$ cat src/rtl/shift_right20.sv
// Registered right shifter: SHW-stage logarithmic shifter followed by one output register.
// ARITH selects zero fill (0) or sign fill from the original operand MSB (1).
module shift_right20 #(
  parameter int WIDTH = 20,
  parameter int SHW   = 4,
  parameter int ARITH = 0
) (
  input  logic             clk,
  input  logic             rst,
  input  logic [WIDTH-1:0] a,
  input  logic [SHW-1:0]   b,
  output logic [WIDTH-1:0] c
);

  logic             w_fill;
  logic [WIDTH-1:0] w_stage [SHW+1];
  logic [WIDTH-1:0] r_c;

  // Fill always comes from the unshifted operand, not from any intermediate stage.
  assign w_fill     = (ARITH != 0) ? a[WIDTH-1] : 1'b0;
  assign w_stage[0] = a;

  for (genvar k = 0; k < SHW; k++) begin : g_stage
    localparam int SH = 1 << k;
    if (SH >= WIDTH) begin : g_full
      assign w_stage[k+1] = b[k] ? {WIDTH{w_fill}} : w_stage[k];
    end else begin : g_part
      assign w_stage[k+1] = b[k] ? {{SH{w_fill}}, w_stage[k][WIDTH-1:SH]} : w_stage[k];
    end
  end

  always_ff @(posedge clk) begin
    if (rst) begin
      r_c <= '0;
    end else begin
      r_c <= w_stage[SHW];
    end
  end

  assign c = r_c;

endmodule

$ cat config.mk
export PLATFORM = sky130hd
export DESIGN_NAME = shift_right20
export DESIGN_NICKNAME = d
export VERILOG_FILES = /design/src/rtl/shift_right20.sv
export SDC_FILE = /design/constraint.sdc
export NUM_CORES = 1
export LEC_CHECK = 0
export ABC_CLOCK_PERIOD_IN_PS = 4500
export CAP_MARGIN = 20
export CORE_MARGIN = 4
export CORE_UTILIZATION = 40
export DETAILED_ROUTE_END_ITERATION = 10
export GPL_TIMING_DRIVEN = 0
export PLACE_DENSITY = 0.72
export RECOVER_POWER = 25
export SYNTH_ARGS = -nofsm -noshare
export SYNTH_HDL_FRONTEND = slang
export SYNTH_SLANG_ARGS = --single-unit
$ cat constraint.sdc
create_clock -name clk -period 4.5 [get_ports clk]
set_clock_uncertainty 0.2 [all_clocks]
set_input_delay 0.9 -clock clk [delete_from_list [all_inputs] [get_ports clk]]
set_output_delay 0.9 -clock clk [all_outputs]
set_load 0.1 [all_outputs]
After elaboration in Yosys (flattened, before gate mapping)
Cells that the tools add are included.
W data, S select, Z words.
- multiplexer cells: 4
- reduce and logical (&&, ||, !) cells: 1
- operators by type and width (cell ; number):
    $mux W20 ; 3
    $mux W12 ; 1
    $reduce_or A2 Y1 ; 1
- bits in registers: 20
- bits of input ports: 26
- word-level logic and storage cells: 7

Longest topological paths before layout
Gate-level depths: netlist of the first run.
- depth in word-level cells: 4
- depth in mapped cells: 7

Worst setup path after synthesis of the first run
Ideal clock, no wire load.
- path type: in2reg
- start point: input b[1]
- end point: register r_c[2], in the netlist c[2]
- path slack: 2.222 ns
- data required time: 4.162 ns
- arrival time: 1.941 ns
- library setup time: 0.138 ns
- cell stages on the path: 5
- path buffers: 1
- path through: buf_6 mux4_1 nor2b_1 a211oi_1 a211oi_1
- longest elaborated chain between the ends: 3
- RTL lines (what ; RTL line ; text):
    from (decl) ; 11 ; input logic [SHW-1:0] b,
    $mux W20 (2 in a row) ; 28 ; assign w_stage[k+1] = b[k] ? {{SH{w_fill}}, w_stage[k][WIDTH-1:SH]} : w_stage[k];
    $mux W12 ; 28 ;
    to (signal assigned) ; 36 ; r_c <= w_stage[SHW];
    to (decl) ; 17 ; logic [WIDTH-1:0] r_c;
Every way passes these cells.
A chain may end at the register's enable or synchronous reset.

Final worst setup path of the first run
- start point: register r_c[0], in the netlist c[0]
- end point: output c[0]
- RTL lines (what ; RTL line ; text):
    to (decl) ; 12 ; output logic [WIDTH-1:0] c
No word-level cell between the ends.

==> results of run 1 <==
stage by stage:
step                      instance area (µm²)  util (%)  power (mW)  hold slack [ns]
after floorplan                          1330         -       0.364            0.885
after global placement                   1810      57.8       0.427             1.11
after detailed placement                 1810      57.8       0.429             1.10
after CTS                                1840      59.0       0.527            0.787
after global routing                     1840      59.0       0.550            0.789
final                                    1840      59.0       0.526            0.796
routing by layer:
layer / GRT usage (%) / part of all wire, % / up-vias
met5: 0 / 0 / -
met4: 7.51 / 1.7 / 0
met3: 1.88 / 5.1 / 5
met2: 27.8 / 49 / 50
met1: 19.8 / 45 / 535
li1: - / - / 573
logic make-up (layout without fill, tap and decap cells):
kind of cell           count (synthesis)  after routing  synth area share [%]
multiplexers                          39             39                  37.5
AND/OR/NAND/NOR                       28             28                  11.9
AO/OA/AOI/OAI                         25             25                  12.7
flip-flops                            20             20                  30.0
buffers and inverters                 13             59                  7.89
path summary, 6_finish.rpt:
check,depth (start not counted),slack [ns],to,from
setup / recovery,1,1.63,c[0],c[0]$_SDFF_PP0_
hold / removal,3,0.80,c[16]$_SDFF_PP0_,b[0]
report_power, final:
group	internal, mW	total, mW	leakage (nW)	switching, mW
logic	0.0820	0.233	0.539	0.151
clock network	0.0494	0.101	0.0210	0.0515
registers	0.189	0.192	0.165	0.00268
layout make-up:
cell class              instances  area (µm²)
fillers                       281        1280
multi-input cells              92         827
repair buffers                 42         420
flip-flops and latches         20         400
plain buffers                  12         101
well taps                      44        55.1
clock buffers                   4        36.3
inverters                       1        3.75
cell usage in the layout, fill, tap and decap left out, types with 2 or more instances in the layout:
| cell | synthesis | final |
|---|---|---|
| nand2b_1 | 5 | 5 |
| buf_12 | 2 | 2 |
| or3_1 | 3 | 3 |
| a211o_1 | 2 | 2 |
| dlygate4sd3_1 | 0 | 2 |
| buf_4 | 2 | 2 |
| clkdlybuf4s50_1 | 0 | 40 |
| mux4_1 | 4 | 4 |
| o21ai_0 | 6 | 6 |
| o22ai_1 | 6 | 6 |
| nand2_1 | 5 | 5 |
| clkbuf_1 | 5 | 5 |
| mux2_2 | 5 | 4 |
| mux4_2 | 3 | 3 |
| nor2_1 | 3 | 3 |
| nor3_1 | 3 | 3 |
| clkbuf_4 | 0 | 3 |
| mux2i_1 | 27 | 27 |
| nor2b_1 | 5 | 5 |
| dfxtp_1 | 20 | 20 |
| a211oi_1 | 9 | 9 |
| buf_6 | 2 | 2 |
==> flow_metrics.tcl, run 1 <==
set metrics [dict create \
    dominantRegCellSynth "dfxtp_1" \
    via_count 1163 \
    cts_buffers 3 \
    wirelength_um 3300 \
    slowest_delay_ns 1.13 \
    yosysTopAreaCell "dfxtp_1" \
    post-cts-setup-buffers 0 \
    cap_viol_max_count 0 \
    start_util_pct 42.6 \
    clk_pin_slew_ns 0.10 \
    leakage_nw 0.725 \
    drc 0 \
    cts.sinks 20 \
    hold_viol 0 \
    hold_buffers 0 \
    fin_ws_ns 1.63 \
    rows 20 \
    syn_to_final_growth_pct 38.4 \
    post_drt_wl_per_cell_um 15.3 \
    core_area_um2 3130 \
    final_antenna_net_count 0 \
    ys_seq_area_share_pct 30.0 \
    cts.repair.resized 0 \
    synth_most_common_cell "mux2i_1" \
    largest_reg_flops 20 \
    antenna-diode-count 0 \
    avgSynthCellArea_um2 10.7 \
    synthDistinctLibCells 27 \
    ir_drop_mv 0.0964 \
    dr.pass1.iters 4 \
    portBuffers 42 \
    dr.first_iter.drc_count 56 \
    die_w_um 65.7 \
    instances_no_fill 215 \
    cts_buffer_depth 2 \
    pre_cts_ws_ns 1.80 \
    tritoncts "done" \
    worstMarginPinSlew_ns 0.973 \
    synth_commonest_cells "27 x mux2i_1, 20 x dfxtp_1, 9 x a211oi_1" \
    grt_max_degree 12 \
    slew_viol_final 0 \
    synth_edf_count 0 \
    track_usage_pct 16.1 \
    crit_path_end_kind "primary output" \
    grt_overflow 0 \
    cp.buffers_inverters 1 \
    setup_tns_ns 0 \
    layout-drive-gt1-share_pct 11.7 \
    setup_viol 0 \
    fmax_mhz 349 \
    ys_warn_count 0 \
    h-tree-depth 1 \
    cp_slowest_cell "clkdlybuf4s50_1" \
    min_path_type "in -> reg" \
    yosys-top-cells-area "dfxtp_1 30%, mux2i_1 20%, mux4_1 7.9%, a211oi_1 5.1%, mux4_2 5.1%" \
    arrival_ns 1.77 \
    routabilityCongestion 0.904 \
    worstPathMaxFanout 1 \
    cts-root-buf "clkbuf_4" \
    cp-start-kind "flop" \
    max-slew-margin-rel_pct 35.0 \
    crit_family "buffers and inverters" \
    async_flop_share_pct 0 \
    grt_pass1_wl_um 5390 \
    status "completed" \
    vias_per_cell 5.41 \
    required_ns 3.40 \
    synth_top_area_share_pct 30.0 \
    dieArea_um2 4320 \
    nets 198 \
    synthesis.nets 151 \
    final.period_utilization_pct 63.7 \
    syn-cell-area_um2 1330 \
    critical_path_class "reg -> out" \
    first_global_vias 1125 \
    synth_cells 125 \
    antenna_found_initial 0 \
    powerDensity_nw_per_um2 285 \
    dp_cells 211 \
    cp_cell_sequence "clkdlybuf4s50_1" \
    num_io_pins 46 \
    grt_setup_unrepaired "false" \
    min_period_ns 2.87 \
    place_hpwl_um 2770 \
    die_y_um 65.7 \
    synth-seq-cells 20 \
]
(Power assumes the default switching activity.)
==> inputs of run 2 (changes only) <==
--- a/config.mk
+++ b/config.mk
@@ -5,13 +5,13 @@
 export SDC_FILE = /design/constraint.sdc
 export NUM_CORES = 1
 export LEC_CHECK = 0
-export ABC_CLOCK_PERIOD_IN_PS = 4500
+export ABC_CLOCK_PERIOD_IN_PS = 2400
 export CAP_MARGIN = 20
 export CORE_MARGIN = 4
 export CORE_UTILIZATION = 40
 export DETAILED_ROUTE_END_ITERATION = 10
 export GPL_TIMING_DRIVEN = 0
-export PLACE_DENSITY = 0.72
+export PLACE_DENSITY = 0.75
 export RECOVER_POWER = 25
 export SYNTH_ARGS = -nofsm -noshare
 export SYNTH_HDL_FRONTEND = slang
==> constraint.sdc (replaced) <==
create_clock -name clk -period 2.4 [get_ports clk]
set_clock_uncertainty 0.2 [all_clocks]
set_input_delay 0.48 -clock clk [delete_from_list [all_inputs] [get_ports clk]]
set_output_delay 0.48 -clock clk [all_outputs]
set_load 0.1 [all_outputs]
==> flow_metrics.tcl, run 2 (synthesis results as in run 1) <==
set metrics [dict create \
    dieArea_um2 4320 \
    instances_no_fill 215 \
    track_usage_pct 16.9 \
    crit_family "buffers and inverters" \
    start_util_pct 42.6 \
    cts.sinks 20 \
    crit_path_end_kind "primary output" \
    cp_cell_sequence "dlygate4sd2_1" \
    ir_drop_mv 0.177 \
    setup_viol 0 \
    hold_viol 0 \
    final_cell_mix "27 x mux2i_1, 20 x dfxtp_1, 20 x dlygate4sd2_1, 19 x clkdlybuf4s50_1, 9 x a211oi_1" \
    post-cts-setup-buffers 0 \
    whs_endpoint "c[16]$_SDFF_PP0_" \
    arrival_ns 1.51 \
    hold_buffers 0 \
    portBuffers 42 \
    antenna_found_initial 0 \
    final.period_utilization_pct 91.2 \
    busiest_layer "met2" \
    slowest_delay_ns 0.86 \
    cp-start-kind "flop" \
    antenna-diode-count 0 \
    setup_tns_ns 0 \
    met2_usage_pct 28.7 \
    use_met3_pct 1.71 \
    min-delay-start "b[0]" \
    worstMarginPinSlew_ns 0.971 \
    num_io_pins 46 \
    worstPathMaxFanout 1 \
    syn_to_final_growth_pct 36.5 \
    cts_buffers 3 \
    cp.buffers_inverters 1 \
    leakage_nw 0.801 \
    utilization_pct 58.2 \
    cts_buffer_depth 2 \
    drc 0 \
    largest_reg_flops 20 \
    tritoncts "done" \
    via_count 1203 \
    grt_setup_unrepaired "false" \
    min_path_type "in -> reg" \
    critical_path_class "reg -> out" \
    clk_pin_slew_ns 0.10 \
    routabilityCongestion 0.912 \
    dp_cells 211 \
    cts-root-buf "clkbuf_4" \
    die_y_um 65.7 \
    cap_viol_max_count 0 \
    layout_commonest_cell "mux2i_1" \
    post_drt_wl_per_cell_um 15.4 \
    powerDensity_nw_per_um2 532 \
    cp_slowest_cell "dlygate4sd2_1" \
    status "completed" \
    core_area_um2 3130 \
    pre_cts_ws_ns 0.0813 \
    n_fill_cell 283 \
    nets 198 \
    min_path_cells 3 \
    die_w_um 65.7 \
    grt_util_met1_pct 21.6 \
    grt_pass1_wl_um 5650 \
    place_hpwl_um 2760 \
    first_global_vias 1199 \
    required_ns 1.72 \
    slew_viol_final 0 \
    fin_ws_ns 0.211 \
    dr.first_iter.drc_count 31 \
    rows 20 \
    min_period_ns 2.19 \
    max-slew-margin-rel_pct 35.5 \
    grt_max_degree 12 \
    fmax_mhz 457 \
    final_antenna_net_count 0 \
    wirelength_um 3310 \
    layout-drive-gt1-share_pct 11.7 \
    dr.pass1.iters 4 \
    grt_overflow 0 \
    h-tree-depth 1 \
    vias_per_cell 5.60 \
]
[run 2: cell count changes in the layout (fill, tap and decap cells not counted), sizes merged]
cell           change
dlygate4sd2       +20
dlygate4sd3        +1
clkdlybuf4s50     -21
[run 2: cell type report]
| type | instances | area, µm² | share of cell area, % |
|---|---|---|---|
| multi-input cells | 92 | 827 | 45.5 |
| flip-flops and latches | 20 | 400 | 22.0 |
| repair buffers | 42 | 395 | 21.7 |
| plain buffers | 12 | 101 | 5.57 |
| well taps | 44 | 55.1 | 3.03 |
| clock buffers | 4 | 36.3 | 1.99 |
| inverters | 1 | 3.75 | 0.206 |
[run 2: through the flow]
step / power (mW) / cell area [µm²] / hold WS, ns
6_report: 0.967 / 1820 / 0.362
5_1_grt: 1.02 / 1820 / 0.362
4_1_cts: 0.974 / 1820 / 0.362
3_5_place_dp: 0.804 / 1810 / 0.679
3_3_place_gp: 0.800 / 1810 / 0.685
2_1_floorplan: 0.683 / 1330 / 0.465
[run 2: worst max path at each step]
| stage | end | depth (start not counted) | start | slack, ns |
|---|---|---|---|---|
| after floorplan | c[2]$_SDFF_PP0_ | 5 | b[1] | 0.54 |
| after global placement | c[0]$_SDFF_PP0_ | 5 | a[10] | 0.13 |
| after detailed placement | c[0]$_SDFF_PP0_ | 5 | a[10] | 0.08 |
| after CTS | c[18] | 1 | c[18]$_SDFF_PP0_ | 0.22 |
| after global routing | c[19] | 1 | c[19]$_SDFF_PP0_ | 0.18 |
| final | c[18] | 1 | c[18]$_SDFF_PP0_ | 0.21 |
[run 2: per-layer routing]
layer  part of all wire (%)  vias to the layer above  routed length, µm
li1                       -                      574                  -
met1                     45                      548               1480
met2                     45                       72               1500
met3                    7.8                        9                259
met4                    2.2                        0                 72
met5                      0                        -                  0
[run 2: power breakdown]
group          switching, mW  internal (mW)  total (mW)
Combinational          0.283          0.137       0.420
Clock                 0.0959         0.0926       0.189
Sequential           0.00416          0.354       0.359
Total                  0.383          0.585       0.967
[run 2: what timing repair did]
action,in CTS,in global routing
hold endpoints to repair,0,0
resized for setup,20,0
setup endpoints to repair,20,0
==> variant (settings of run 2) <==
Add an input register stage for `a` and `b`, without a reset; this delays them by one clock.
--- a/src/rtl/shift_right20.sv
+++ b/src/rtl/shift_right20.sv
@@ -12,20 +12,28 @@
   output logic [WIDTH-1:0] c
 );
 
+  logic [WIDTH-1:0] a_q;
+  logic [SHW-1:0] b_q;
+
+  always_ff @(posedge clk) begin
+    a_q <= a;
+    b_q <= b;
+  end
+
   logic             w_fill;
   logic [WIDTH-1:0] w_stage [SHW+1];
   logic [WIDTH-1:0] r_c;
 
   // Fill always comes from the unshifted operand, not from any intermediate stage.
-  assign w_fill     = (ARITH != 0) ? a[WIDTH-1] : 1'b0;
-  assign w_stage[0] = a;
+  assign w_fill     = (ARITH != 0) ? a_q[WIDTH-1] : 1'b0;
+  assign w_stage[0] = a_q;
 
   for (genvar k = 0; k < SHW; k++) begin : g_stage
     localparam int SH = 1 << k;
     if (SH >= WIDTH) begin : g_full
-      assign w_stage[k+1] = b[k] ? {WIDTH{w_fill}} : w_stage[k];
+      assign w_stage[k+1] = b_q[k] ? {WIDTH{w_fill}} : w_stage[k];
     end else begin : g_part
-      assign w_stage[k+1] = b[k] ? {{SH{w_fill}}, w_stage[k][WIDTH-1:SH]} : w_stage[k];
+      assign w_stage[k+1] = b_q[k] ? {{SH{w_fill}}, w_stage[k][WIDTH-1:SH]} : w_stage[k];
     end
   end
 
Check against the original RTL: not equivalent (a bounded check fails within 4 cycles, from zero or initial values and one cycle with rst high).
==> variant against run 2 <==
  * Fmax increased by 2.2%
  * Total power increased by 100%
  * Count of clock-buffer cells in the layout increased by 1
  * Combinational power increased by 2%
  * Sequential cell count increased by 24
  * Worst setup slack improved by 0.046 ns
  * Area after synthesis increased by 40%
  * Design area increased by 38%
  * Wire length increased by 17%
==> variant: results <==
group,metric,value,unit
outcome,status,"completed",
global_route,grt_pass1_wl,6285,um
yosys,synth_area_leaders,"dfxtp_1 (47%), mux2i_1 (12%), mux4_1 (8.4%)",
global_route,met2_usage,25.04,%
placement,dp_slack,0.2476,ns
min_path,hold_start,"b_q[2]",
critical_path,critPathTopFamily,"buffers and inverters",
route,viasPerCell,5.400,
yosys,synth_flop_cell,"dfxtp_1",
placement,place.gp.congestion,0.8718,
cells_and_area,drive_above_1_share,19.19,%
yosys,synth_warnings,0,
min_path,whs_path_depth,2,
yosys,post_synth_num_cell_types,33,
power,ir_drop,0.3998,mV
route,route.met3.wl,315,um
yosys,synth_seq_area_share,47.18,%
critical_path,startpoint,"c[13]",
placement,port_buffers,45,
global_route,antenna_found_initial,0,
clocking,path_clk_slew,0.08,ns
timing,tightestPinTransition,0.9669,ns
clocking,htree_levels,2,
min_path,worstHoldPathType,"flop to flop",
min_path,hold_path_end,"c[18]",
cells_and_area,final_nets,223,
yosys,synthTopCellsByCount,"dfxtp_1 (44), mux2i_1 (23), nor2_1 (7)",
global_route,grt_util_met3,5.556,%
route,wl_met2,1927,um
yosys,synth_fp_nets,171,
route,wl_met1,1554,um
critical_path,rrSetupSlack,0.51,ns
global_route,grt_use_total,13.79,%
route,drt_iter0_drc,54,
placement,dp_hpwl,3056,um
global_route,grt_use_met1,14.31,%
critical_path,crit_arrival,1.46,ns
clocking,cts-root-buf,"clkbuf_8",
global_route,grt_max_degree,15,
cells_and_area,fillers,388,
clocking,numCtsBuffers,5,
power,p_int,1441,uW
variant: cell count changes in the layout (fill, tap and decap cells not counted), moves of 6 or more:
cell | before | now
dfxtp_1 | 20 | 44
clkdlybuf4s50_1 | 19 | 9
a211oi_1 | 9 | 0
a22oi_1 | 0 | 6
dlygate4sd3_1 | 3 | 16
variant: what timing repair did:
action | 4_1_cts | 5_1_grt
gates resized for setup | 20 | 0
buffers inserted | 0 | 0
hold endpoints to repair | 0 | 0
endpoints found under the setup margin | 20 | 0
variant: how the worst max path moves through the flow:
stage,to,slack (ns),cells past startpoint
floorplan,c[2],0.79,5
finish,c[13],0.26,1
global route,c[10],0.20,1
CTS,c[13],0.24,1
global placement,c[4],0.22,5
detailed placement,c[4],0.25,5
variant: per-stage QoR:
step | hold slack [ns] | instance area (um2) | std cells
global placement | 0.3923 | 2382 | 242
detailed placement | 0.3991 | 2382 | 242
global route | 0.4274 | 2516 | 250
CTS | 0.4133 | 2516 | 250
floorplan | 0.3077 | 1867 | 145
finish | 0.4130 | 2516 | 250
variant: final cells by class:
type	instances	area, um2	area share, %
timing repair buffer	45	425.4	16.91
inverter	2	7.507	0.2984
tap	52	65.06	2.586
sequential	44	880.8	35.01
clock inverter	3	90.09	3.580
clock buffer	5	68.82	2.735
multi-input combinational	89	890.9	35.41
buffer	10	87.58	3.481
variant: power by group through the flow:
stage | clock, uW | combinational, uW | sequential [uW]
6_report | 756 | 428 | 796
2_1_floorplan | 0 | 155 | 984
3_5_place_dp | 0 | 449 | 815
4_1_cts | 771 | 435 | 797
5_1_grt | 802 | 448 | 801
3_3_place_gp | 0 | 448 | 811
variant: cells by family after synthesis:
kind of cell	synth area share, %
buf+inv	5.093
flops	47.18
mux	31.63
compound gates	8.511
simple gates	7.574
